`src/rtl/pb_pkg.sv`:
```
// Package: pb_pkg
// Shared state encoding and default timing constants for the pushbutton event path.
package pb_pkg;

    typedef enum logic [1:0] {
        ST_IDLE    = 2'd0,
        ST_PRESSED = 2'd1,
        ST_LONG    = 2'd2
    } pb_state_e;

    // Defaults assume a 50 MHz board clock and a 1 ms tick.
    localparam int unsigned PB_TICK_DIV_DEF  = 50000;
    localparam int unsigned PB_LONG_MS_DEF   = 1000;
    localparam int unsigned PB_REPEAT_MS_DEF = 200;
    localparam int unsigned PB_CNT_W_DEF     = 16;

endpackage

```
`src/rtl/pb_ms_tick.sv`:
```
// Module: pb_ms_tick
// Free-running divider producing a one-cycle tick every TICK_DIV clocks.
// Shared by any block that needs coarse millisecond timing from clk.
module pb_ms_tick
    import pb_pkg::*;
#(
    parameter int unsigned TICK_DIV = PB_TICK_DIV_DEF,
    parameter int unsigned CNT_W    = PB_CNT_W_DEF
) (
    input  logic i_clk,
    input  logic i_rst,
    output logic o_tick
);

    logic [CNT_W-1:0] r_div;
    logic             w_wrap;

    assign w_wrap = (r_div == CNT_W'(TICK_DIV - 1));

    // Divider counts 0..TICK_DIV-1 and wraps; never resynchronised to the button.
    always_ff @(posedge i_clk) begin
        if (i_rst) begin
            r_div <= '0;
        end else if (w_wrap) begin
            r_div <= '0;
        end else begin
            r_div <= r_div + CNT_W'(1);
        end
    end

    assign o_tick = w_wrap;

endmodule

```
`src/rtl/pb_event_decoder.sv`:
```
// Module: pb_event_decoder
// Turns the debounced button level into one-clock press / release / long-press / repeat
// pulses plus a held level. Auto-repeat is built only when PB_AUTOREPEAT_EN is defined;
// otherwise the repeat output is tied low and LONG simply waits for the release.
//
// state      | meaning
// -----------+-----------------------------------------------------------
// ST_IDLE    | button up, or held through reset and not yet released
// ST_PRESSED | pressed, counting ticks toward LONG_MS
// ST_LONG    | long press reported; counting ticks toward each repeat
module pb_event_decoder
    import pb_pkg::*;
#(
    parameter int unsigned TICK_DIV  = PB_TICK_DIV_DEF,
    parameter int unsigned LONG_MS   = PB_LONG_MS_DEF,
    parameter int unsigned REPEAT_MS = PB_REPEAT_MS_DEF,
    parameter int unsigned CNT_W     = PB_CNT_W_DEF
) (
    input  logic i_clk,
    input  logic i_rst,
    input  logic i_pb_level,
    output logic o_press,
    output logic o_release,
    output logic o_long_press,
    output logic o_repeat,
    output logic o_held
);

    // Counters never wrap, so both thresholds must fit in CNT_W and be non-zero.
    if (LONG_MS == 0 || (LONG_MS >> CNT_W) != 0 ||
        REPEAT_MS == 0 || (REPEAT_MS >> CNT_W) != 0) begin : g_param_err
        $error("pb_event_decoder: LONG_MS/REPEAT_MS must be in 1 .. 2**CNT_W-1");
    end

    logic             w_tick;
    logic             w_rise;
    logic             w_fall;
    logic             r_pb_prev;

    pb_state_e        r_state;
    pb_state_e        w_state_nxt;
    logic [CNT_W-1:0] r_hold_cnt;
    logic [CNT_W-1:0] w_hold_nxt;
    logic [CNT_W-1:0] w_hold_inc;

    logic             r_press;
    logic             r_release;
    logic             r_long_press;
    logic             r_held;
    logic             w_press_nxt;
    logic             w_release_nxt;
    logic             w_long_nxt;

    pb_ms_tick #(
        .TICK_DIV (TICK_DIV),
        .CNT_W    (CNT_W)
    ) u_ms_tick (
        .i_clk  (i_clk),
        .i_rst  (i_rst),
        .o_tick (w_tick)
    );

    assign w_rise     = i_pb_level & ~r_pb_prev;
    assign w_fall     = ~i_pb_level & r_pb_prev;
    assign w_hold_inc = r_hold_cnt + CNT_W'(1);

`ifdef PB_AUTOREPEAT_EN
    logic [CNT_W-1:0] r_rep_cnt;
    logic [CNT_W-1:0] w_rep_nxt;
    logic [CNT_W-1:0] w_rep_inc;
    logic             r_repeat;
    logic             w_repeat_nxt;

    assign w_rep_inc = r_rep_cnt + CNT_W'(1);
`endif

    // Next-state and next-output decode; a fall always beats a coincident tick.
    always_comb begin
        w_state_nxt   = r_state;
        w_hold_nxt    = r_hold_cnt;
        w_press_nxt   = 1'b0;
        w_release_nxt = 1'b0;
        w_long_nxt    = 1'b0;
`ifdef PB_AUTOREPEAT_EN
        w_rep_nxt     = r_rep_cnt;
        w_repeat_nxt  = 1'b0;
`endif
        unique case (r_state)
            ST_IDLE: begin
                if (w_rise) begin
                    w_state_nxt = ST_PRESSED;
                    w_press_nxt = 1'b1;
                    w_hold_nxt  = '0;
                end
            end
            ST_PRESSED: begin
                if (w_fall) begin
                    w_state_nxt   = ST_IDLE;
                    w_release_nxt = 1'b1;
                end else if (w_tick) begin
                    w_hold_nxt = w_hold_inc;
                    if (w_hold_inc == CNT_W'(LONG_MS)) begin
                        w_state_nxt = ST_LONG;
                        w_long_nxt  = 1'b1;
`ifdef PB_AUTOREPEAT_EN
                        w_rep_nxt   = '0;
`endif
                    end
                end
            end
            ST_LONG: begin
                if (w_fall) begin
                    w_state_nxt   = ST_IDLE;
                    w_release_nxt = 1'b1;
                end
`ifdef PB_AUTOREPEAT_EN
                else if (w_tick) begin
                    if (w_rep_inc == CNT_W'(REPEAT_MS)) begin
                        w_rep_nxt    = '0;
                        w_repeat_nxt = 1'b1;
                    end else begin
                        w_rep_nxt = w_rep_inc;
                    end
                end
`endif
            end
            default: begin
                w_state_nxt = ST_IDLE;
            end
        endcase
    end

    // State, counters and registered outputs; pb_prev tracks the level even in reset
    // so a button held through reset is not reported as a press.
    always_ff @(posedge i_clk) begin
        r_pb_prev <= i_pb_level;
        if (i_rst) begin
            r_state      <= ST_IDLE;
            r_hold_cnt   <= '0;
            r_press      <= 1'b0;
            r_release    <= 1'b0;
            r_long_press <= 1'b0;
            r_held       <= 1'b0;
        end else begin
            r_state      <= w_state_nxt;
            r_hold_cnt   <= w_hold_nxt;
            r_press      <= w_press_nxt;
            r_release    <= w_release_nxt;
            r_long_press <= w_long_nxt;
            r_held       <= (w_state_nxt != ST_IDLE);
        end
    end

`ifdef PB_AUTOREPEAT_EN
    // Repeat counter and pulse register exist only in the auto-repeat build.
    always_ff @(posedge i_clk) begin
        if (i_rst) begin
            r_rep_cnt <= '0;
            r_repeat  <= 1'b0;
        end else begin
            r_rep_cnt <= w_rep_nxt;
            r_repeat  <= w_repeat_nxt;
        end
    end

    assign o_repeat = r_repeat;
`else
    assign o_repeat = 1'b0;
`endif

    assign o_press      = r_press;
    assign o_release    = r_release;
    assign o_long_press = r_long_press;
    assign o_held       = r_held;

endmodule

```
`config.mk`:
```
export PLATFORM = sky130hd
export DESIGN_NAME = pb_event_decoder
export DESIGN_NICKNAME = d
export VERILOG_FILES = /design/src/rtl/pb_pkg.sv /design/src/rtl/pb_ms_tick.sv /design/src/rtl/pb_event_decoder.sv
export SDC_FILE = /design/constraint.sdc
export NUM_CORES = 1
export LEC_CHECK = 0
export BUFFER_PORTS_ARGS = -buffer_cell sky130_fd_sc_hd__buf_4
export CAP_MARGIN = 25
export CORE_MARGIN = 2
export CORE_UTILIZATION = 45
export CTS_BUF_LIST = sky130_fd_sc_hd__clkbuf_8
export CTS_CLUSTER_DIAMETER = 120
export CTS_CLUSTER_SIZE = 8
export DETAILED_ROUTE_END_ITERATION = 8
export PLACE_DENSITY = 0.64
export SYNTH_ARGS = -nofsm -noshare
export SYNTH_HDL_FRONTEND = slang
export SYNTH_SLANG_ARGS = --single-unit
export TNS_END_PERCENT = 5
```
`constraint.sdc`:
```
create_clock -name i_clk -period 3.8 [get_ports i_clk]
set_input_delay 0.76 -clock i_clk [delete_from_list [all_inputs] [get_ports i_clk]]
set_output_delay 0.76 -clock i_clk [all_outputs]
set_load 0.01 [all_outputs]
```
==> results.cfg, run 1 <==
[critical_path]
worstPathArrival_ps = 2910
r2r_cells = 7
r2r_start = r_hold_cnt[0]
startpoint = r_hold_cnt[0]
cp.required_ps = 3980
reg2reg_slack_ps = 1070
start_kind = flip-flop
crit_fanout = 8
worst-setup-path-type = reg -> reg
regToRegEndpoint = o_held
end_kind = flip-flop

[cells_and_area]
areaGrowthSynthToFinish_pct = 6.04
multi_input_area_um2 = 1270
seq_area_um2 = 781
layout-drive-gt1-share_pct = 8.95
fill_cells = 465
antenna_cells = 0
final_nets = 266

[sta]
finalMaxSlewViolations = 0
hold_viol = 0
fin_crit_ps = 2730
setup_violations = 0
slew_headroom_pct = 53.8
worst_slew_pin_slew_ps = 693
rsz0062_at_grt = false
finalCritPeriodShare_pct = 71.9
fin_tns_setup_ps = 0
hold_slack_ps = 459
finClkSkew_ps = 11.3
fmax_mhz = 366

[hold_path]
worstHoldPathCells = 1
hold_path_class = reg -> reg
hold_path.startpoint = u_ms_tick.r_div[0]
worstHoldEndpoint = u_ms_tick.r_div[0]

[route]
wl_per_cell_um = 13.9
drt_iter0_drc = 103
drc = 0
viasPerCell = 5.87
dr.pass1.iters = 5
drt-total-wl_um = 4330
vias = 1825
antenna_left = 0

[cts]
clock_path_buffers = 2
postCtsHoldBufs = 0
numCtsBuffers = 5
cts_resized = 0
cts_tree = built
clk_latency_ps = 300
post_cts_buffers = 0
clock-sinks = 39
root_buffer = clkbuf_8
clkSlewWorstSetupHoldPaths_ps = 80
htreeDepth = 2

[global_route]
track_usage_pct = 17.3
grt_pass1_wl_um = 7430
antenna_found_initial = 0
grt_remaining_overflow = 0
grt_max_degree = 23
grt_pass1_vias = 1602

[logic_synthesis]
synth_nets = 271
yosysSeqAreaShare_pct = 35.9
synth-warning-count = 0
synthCells = 261
synth_mux_area_share_pct = 0
synth-simple-area-share_pct = 28.6
avgSynthCellArea_um2 = 8.34
synth_compound_area_share_pct = 19.4
synthArstFlopShare_pct = 0
synth_fa_ha_area_share_pct = 4.03
synth_cell_type_count = 53
synth_top_family_by_area = simple AND/OR/NAND/NOR gates
synth_edf_count = 0
synth_area_um2 = 2180
synth_ff_type = dfxtp_1
synth-xor-area-share_pct = 6.44
synth_seq_cells = 39

[floorplanning]
die_w_um = 73.5
die-area_um2 = 5410
initial_core_util_pct = 46.4
io_pins = 8
die_y_um = 73.5
coreArea_um2 = 4690
row_count = 25

[power]
ir_drop_mv = 0.176
finalPower_mw = 0.805
leakage_nw = 0.804
p_per_area_nw_per_um2 = 349

[place]
dp_hpwl_um = 2960
io_buffer_count = 6
place_congestion = 0.796

[flow_run]
cap_violations = 0

[outcome]
status = finished, final reports clean
-- per-stage QoR --
| stage | utilization, % | cell area, um2 | cells | setup slack [ps] |
|---|---|---|---|---|
| 6_report | 49.2 | 2310 | 311 | 1070 |
| 2_1_floorplan | - | 2180 | 261 | 1110 |
| 4_1_cts | 49.2 | 2310 | 311 | 1080 |
| 3_5_place_dp | 46.8 | 2190 | 303 | 1100 |
| 3_3_place_gp | 46.8 | 2190 | 303 | 1090 |
| 5_1_grt | 49.2 | 2310 | 311 | 842 |
-- area by class of cell --
type	count	share of cell area [%]
Clock inverter	3	1.90
Sequential cell	39	33.8
Multi-Input combinational cell	197	55.3
Inverter	7	1.14
Clock buffer	5	2.98
Tap cell	54	2.93
Timing Repair Buffer	6	1.95
-- cells in the final DEF, fill, tap and decap left out, types with 2 or more instances in the layout --
cell type,netlist,final
a211oi_1,7,7
a21boi_0,3,3
a21oi_1,19,19
a31oi_1,5,5
a41oi_1,3,3
and3_1,7,7
and3_4,2,2
and4_1,3,3
buf_4,1,6
clkbuf_8,0,5
dfxtp_1,39,39
ha_1,7,7
inv_1,7,7
nand2_1,14,14
nand2b_1,3,3
nand3_1,14,14
nand3b_1,4,4
nand4_1,3,3
nand4b_1,5,5
nor2_1,30,30
nor3_1,4,4
nor3b_1,2,2
nor4_1,2,2
o21ai_0,13,13
o22ai_1,3,3
or3_1,4,4
or4bb_1,2,2
xnor2_1,6,6
xor2_1,10,10
-- cells in the mapped netlist, types with 4 or more instances --
cell / n / area (um2)
or3_1: 4 / 25.0
a21oi_1: 19 / 95.1
nand4b_1: 5 / 43.8
clkbuf_1: 13 / 48.8
dfxtp_1: 39 / 781
nand3_1: 14 / 70.1
a211oi_1: 7 / 52.6
and3_1: 7 / 43.8
nor2_1: 30 / 113
ha_1: 7 / 87.6
nor3_1: 4 / 20.0
inv_1: 7 / 26.3
xnor2_1: 6 / 52.6
nand2_1: 14 / 52.6
nand3b_1: 4 / 30.0
xor2_1: 10 / 87.6
a31oi_1: 5 / 31.3
o21ai_0: 13 / 65.1
-- cells by family after synthesis --
family	Yosys count
AO/OA/AOI/OAI	65
XOR/XNOR	16
adder cells (fa/ha/maj)	7
buffers and inverters	25
flip-flops	39
other	1
AND/OR/NAND/NOR	108
-- worst max path at each step --
| stage | to | depth (start not counted) |
|---|---|---|
| after floorplan | o_held | 10 |
| after global placement | o_held | 7 |
| after detailed placement | o_held | 7 |
| after CTS | o_held | 7 |
| after global routing | o_held | 7 |
| final | o_held | 7 |
-- critical path, stage by stage (launching register included) --
cell and delay, ps:
dfxtp_1 450, ha_1 380, nand3_1 260, nor3_1 340
o22ai_1 130, a2111o_1 400, o41a_1 450, or2_1 220
-- flip-flops by register name, summed over array words and instances (netlist names) --
register and cells:
u_ms_tick.r_div 16, r_hold_cnt 16, r_state 2, o_release 1, r_pb_prev 1, o_held 1
o_press 1, o_long_press 1
-- layer usage --
layer	GRT usage [%]	wire length (um)	part of all wire [%]
met1	24.0	2150	50
met2	27.0	2000	46
met3	3.70	146	3.4
met4	4.85	29	0.67
met5	0	0	0
-- power breakdown --
group	switching [mW]	internal (mW)	total (mW)
Clock	0.151	0.196	0.347
Sequential	0.00430	0.414	0.418
Combinational	0.0238	0.0158	0.0397
No activity file was read; power rests on OpenSTA's default activity.
==> inputs of run 2 (changes only) <==
--- a/config.mk
+++ b/config.mk
@@ -13,7 +13,7 @@
 export CTS_CLUSTER_DIAMETER = 120
 export CTS_CLUSTER_SIZE = 8
 export DETAILED_ROUTE_END_ITERATION = 8
-export PLACE_DENSITY = 0.64
+export PLACE_DENSITY = 0.66
 export SYNTH_ARGS = -nofsm -noshare
 export SYNTH_HDL_FRONTEND = slang
 export SYNTH_SLANG_ARGS = --single-unit
==> constraint.sdc (replaced) <==
create_clock -name i_clk -period 2.5 [get_ports i_clk]
set_input_delay 0.5 -clock i_clk [delete_from_list [all_inputs] [get_ports i_clk]]
set_output_delay 0.5 -clock i_clk [all_outputs]
set_load 0.01 [all_outputs]
==> run 2 against run 1 <==
  * Non-clock buffer count is 10 higher
  * Register-to-register slack got worse by 990 ps
  * Power up 38%
  * First-iteration DRC count is 9.7% lower
==> results.cfg, run 2 (same netlist as run 1, synthesis figures left out) <==
[route]
antenna_left = 0
drt_iter0_drc = 93
dr.pass1.iters = 4
viasPerCell = 5.77
drc = 0
vias = 1853
wl_per_cell_um = 13.9
drt-total-wl_um = 4470

[sta]
fmax_mhz = 413
setup_ws_ps = 80.3
worst_slew_pin_slew_ps = 597
slew_headroom_pct = 60.2
finalMaxSlewViolations = 0
fin_crit_ps = 2420
finClkSkew_ps = 12.5
hold_viol = 0
finalCritPeriodShare_pct = 96.8
setup_violations = 0
fin_tns_setup_ps = 0
rsz0062_at_grt = false

[power]
ir_drop_mv = 0.334
leakage_nw = 0.846
p_per_area_nw_per_um2 = 467

[cts]
post_cts_buffers = 0
clock_path_buffers = 2
clkSlewWorstSetupHoldPaths_ps = 80
clock-sinks = 39
cts_tree = built
clk_latency_ps = 290
numCtsBuffers = 5
htreeDepth = 2
root_buffer = clkbuf_8
postCtsHoldBufs = 0
cts_resized = 0

[cells_and_area]
reg_top3 = r_hold_cnt: 16 flops, u_ms_tick.r_div: 16 flops, r_state: 2 flops
mostFrequentLayoutCells = dfxtp_1 (38), nor2_1 (30), a21oi_1 (19)
layout-drive-gt1-share_pct = 13.5
final_common_cell = dfxtp_1
areaGrowthSynthToFinish_pct = 9.55
final_nets = 276
antenna_cells = 0

[critical_path]
worst_path_max_delay_cell = a2111o_1
reg2reg_slack_ps = 80
worstPathArrival_ps = 2600
end_kind = flip-flop
max_stage_delay_ps = 430
startpoint = r_hold_cnt[0]
worst-setup-path-type = reg -> reg
cp.required_ps = 2680
r2r_cells = 7
worstSetupEndpoint = o_held
crit_chain = ha_2 -> and3_4 -> and3_4 -> or3_1 -> a2111o_1 -> o41a_1 -> or2_1
crit_top_cell = and3_4
crit_fanout = 8
r2r_start = r_hold_cnt[0]
start_kind = flip-flop
regToRegEndpoint = o_held

[global_route]
antenna_found_initial = 0
grt_max_degree = 23
grt_pass1_wl_um = 7680
track_usage_pct = 17.9
grt_remaining_overflow = 0
grt_pass1_vias = 1688

[floorplanning]
die_w_um = 73.5
die-area_um2 = 5410
io_pins = 8
initial_core_util_pct = 46.4
coreArea_um2 = 4690
row_count = 25
die_y_um = 73.5

[place]
pre_cts_slack_ps = 29.5
place_congestion = 0.831
dp_hpwl_um = 3070
io_buffer_count = 6

[flow_run]
cap_violations = 0

[outcome]
status = finished, final reports clean

[hold_path]
hold_path_class = in -> reg
## run 2: changes by cell type in the layout (fill, tap and decap cells not counted)
cell	change
buf_12	+1
buf_4	+9
bufinv_16	-1
clkinv_4	-1
clkinvlp_4	+1
dfxtp_1	-1
dfxtp_2	+1
ha_1	-1
ha_2	+1
inv_1	+1
nand3_1	-1
nand3_2	+1
o41ai_1	-1
o41ai_2	+1
## run 2: metal layers
layer	part of all wire (%)	wire (um)	vias up	track usage [%]
met2	43	1940	17	28.4
li1	-	-	956	-
met4	0.96	43	0	5.45
met5	0	0	-	0
met3	2.4	109	4	3.70
met1	53	2370	876	24.5
## run 2: report_power, final
| part | internal, mW | total (mW) | switching [mW] |
|---|---|---|---|
| clock | 0.191 | 0.412 | 0.221 |
| combinational | 0.0246 | 0.0632 | 0.0387 |
| sequential | 0.629 | 0.637 | 0.00735 |
## run 2: worst max-delay path: cells and delay by family (launching register included)
kind | cells | cell delay (ps)
adder cells (fa/ha/maj) | 1 | 250
AND/OR/NAND/NOR | 4 | 930
AO/OA/AOI/OAI | 2 | 770
flip-flops | 1 | 360
## run 2: cell type report
class,instances,area (um2)
inverter,7,26.3
clock inverter,3,16.3
clock buffer,5,68.8
fill,478,2310
multi-input combinational,197,1290
tap,54,67.6
timing repair buffer,16,133
sequential,39,782
## run 2: worst min-delay path by stage
stage / from / end / slack, ps / depth (start not counted)
6_report: i_pb_level / r_pb_prev / 330 / 1
5_1_grt: i_pb_level / r_pb_prev / 310 / 1
4_1_cts: i_pb_level / r_pb_prev / 320 / 1
3_5_place_dp: u_ms_tick.r_div[0] / u_ms_tick.r_div[0] / 450 / 1
3_3_place_gp: u_ms_tick.r_div[0] / u_ms_tick.r_div[0] / 430 / 1
2_1_floorplan: u_ms_tick.r_div[0] / u_ms_tick.r_div[0] / 420 / 1
## run 2: metrics by stage
step                      cells  cell area, um2  utilization, %  total power, mW  hold WS (ps)
after floorplan             261            2180               -            0.696           418
after global placement      313            2290            48.7            0.712           428
after detailed placement    313            2290            48.7            0.714           448
after CTS                   321            2370            50.5             1.13           324
after global routing        321            2380            50.8             1.16           312
final                       321            2380            50.8             1.11           329
==> inputs of run 3 (changes only) <==
--- a/config.mk
+++ b/config.mk
@@ -13,6 +13,7 @@
 export CTS_CLUSTER_DIAMETER = 120
 export CTS_CLUSTER_SIZE = 8
 export DETAILED_ROUTE_END_ITERATION = 8
+export GPL_TIMING_DRIVEN = 0
 export PLACE_DENSITY = 0.66
 export SYNTH_ARGS = -nofsm -noshare
 export SYNTH_HDL_FRONTEND = slang
==> run 3 against run 2 <==
  * Utilization rose by 1.9 points
  * Clock power up 13%
  * Highest routed layer unchanged
  * Register-to-register slack about the same
  * Combinational power up 4.9%
  * Critical path depth is the same
  * Cell count grew 4.4%
==> results.cfg, run 3 (same netlist as run 1, synthesis figures left out) <==
[cells_and_area]
reg_top3 = r_hold_cnt: 16 flops, u_ms_tick.r_div: 16 flops, r_state: 2 flops
fill_cells = 465
antenna_cells = 0
final_common_cell = nor2_1
mostFrequentLayoutCells = nor2_1 (30), dfxtp_1 (29), a21oi_1 (19)
areaGrowthSynthToFinish_pct = 13.7
final_nets = 290
layout-drive-gt1-share_pct = 18.1
postLayoutCoreUtil_pct = 52.7

[sta]
finalCritPeriodShare_pct = 96.4
finClkSkew_ps = 12.9
setup_ws_ps = 90.8
rsz0062_at_grt = true
worst_slew_pin_slew_ps = 511
fin_crit_ps = 2410
fmax_mhz = 415
setup_violations = 0
finalMaxSlewViolations = 0
slew_headroom_pct = 65.9
hold_slack_ps = 314
hold_viol = 0

[global_route]
grt_remaining_overflow = 0
antenna_found_initial = 0
grt_pass1_vias = 1763
grt_max_degree = 14
grt_pass1_wl_um = 8110
track_usage_pct = 19.2

[cts]
cts_tree = built
clock-sinks = 39
postCtsHoldBufs = 0
htreeDepth = 2
clock_path_buffers = 2
root_buffer = clkbuf_8
numCtsBuffers = 5
clkSlewWorstSetupHoldPaths_ps = 90
clk_latency_ps = 310

[floorplanning]
coreArea_um2 = 4690
initial_core_util_pct = 46.4
io_pins = 8
row_count = 25
die_w_um = 73.5
die_y_um = 73.5
die-area_um2 = 5410

[place]
dp_hpwl_um = 3190
io_buffer_count = 6
place_congestion = 0.802
pre_cts_slack_ps = -136

[outcome]
status = finished, final reports clean

[route]
viasPerCell = 5.63
antenna_left = 0
drt_iter0_drc = 136
dr.pass1.iters = 4
wl_per_cell_um = 14.0
drt-total-wl_um = 4680
vias = 1885
drc = 0

[critical_path]
crit_cells = 7
start_kind = flip-flop
worst-setup-path-type = reg -> reg
regToRegEndpoint = r_hold_cnt[6]
r2r_start = u_ms_tick.r_div[12]
r2r_cells = 7
worstPathArrival_ps = 2640
cp_top_family = simple AND/OR/NAND/NOR gates
critPathBufInv = 2
worstSetupEndpoint = r_hold_cnt[6]
reg2reg_slack_ps = 90
cp.required_ps = 2730
crit_fanout = 10
max_stage_delay_ps = 560
crit_chain = or4b_4 -> nor4_4 -> buf_4 -> nand3_1 -> clkbuf_1 -> or4_1 -> a21oi_1
startpoint = u_ms_tick.r_div[12]
end_kind = flip-flop
worst_path_max_delay_cell = or4b_4

[power]
finalPower_mw = 1.16
p_per_area_nw_per_um2 = 470
leakage_nw = 0.888
ir_drop_mv = 0.366

[hold_path]
hold_path_class = in -> reg

[flow_run]
cap_violations = 0
run 3: worst min-delay path by stage:
stage	from	to	slack, ps	cells past startpoint
global placement	u_ms_tick.r_div[0]	u_ms_tick.r_div[0]	430	1
detailed placement	u_ms_tick.r_div[0]	u_ms_tick.r_div[0]	440	1
CTS	i_pb_level	r_pb_prev	310	1
floorplan	u_ms_tick.r_div[0]	u_ms_tick.r_div[0]	420	1
finish	i_pb_level	r_pb_prev	310	1
global route	i_pb_level	r_pb_prev	310	1
run 3: what timing repair did:
| item | in CTS | in global routing |
|---|---|---|
| endpoints found under the setup margin | 5 | 26 |
| pin swaps | 8 | 4 |
| gates resized for setup | 17 | 7 |
| buffers inserted | 8 | 0 |
run 3: area by class of cell:
class                   count  area (um2)  share of cell area, %
flip-flops and latches     39         803                   32.5
plain buffers              16        77.6                   3.14
repair buffers             14         105                   4.25
clock inverters             2        16.3                  0.658
inverters                   7        26.3                   1.06
well taps                  54        67.6                   2.73
multi-input cells         197        1290                   52.4
clock buffers               6        82.6                   3.34
run 3: worst reg2reg max path, delay by kind of cell (launching register included):
| family | cells | cell delay [ps] |
|---|---|---|
| and+or+nand+nor | 4 | 1430 |
| DFF | 1 | 340 |
| AOI/OAI and AO/OA | 1 | 150 |
| buffers and inverters | 2 | 430 |
run 3: report_power, final:
part           total, mW  internal (mW)  leakage [nW]  switching [mW]
clock network      0.466          0.225        0.0474           0.241
logic             0.0663         0.0271         0.519          0.0392
registers          0.631          0.625         0.322         0.00623
run 3: per-stage QoR:
step / std cells / TNS [ps] / area [um2]
global route: 335 / -609 / 2470
CTS: 335 / -31.4 / 2470
detailed placement: 321 / -200 / 2290
global placement: 321 / -145 / 2290
finish: 335 / 0 / 2470
floorplan: 261 / 0 / 2180
run 3: layer usage:
layer  wire length (um)  track usage [%]  vias up
met3                137             3.84        6
met4                 79             7.68        0
met1               2300             25.0      866
met5                  0                0        -
met2               2160             31.0       23
li1                   -                -      990
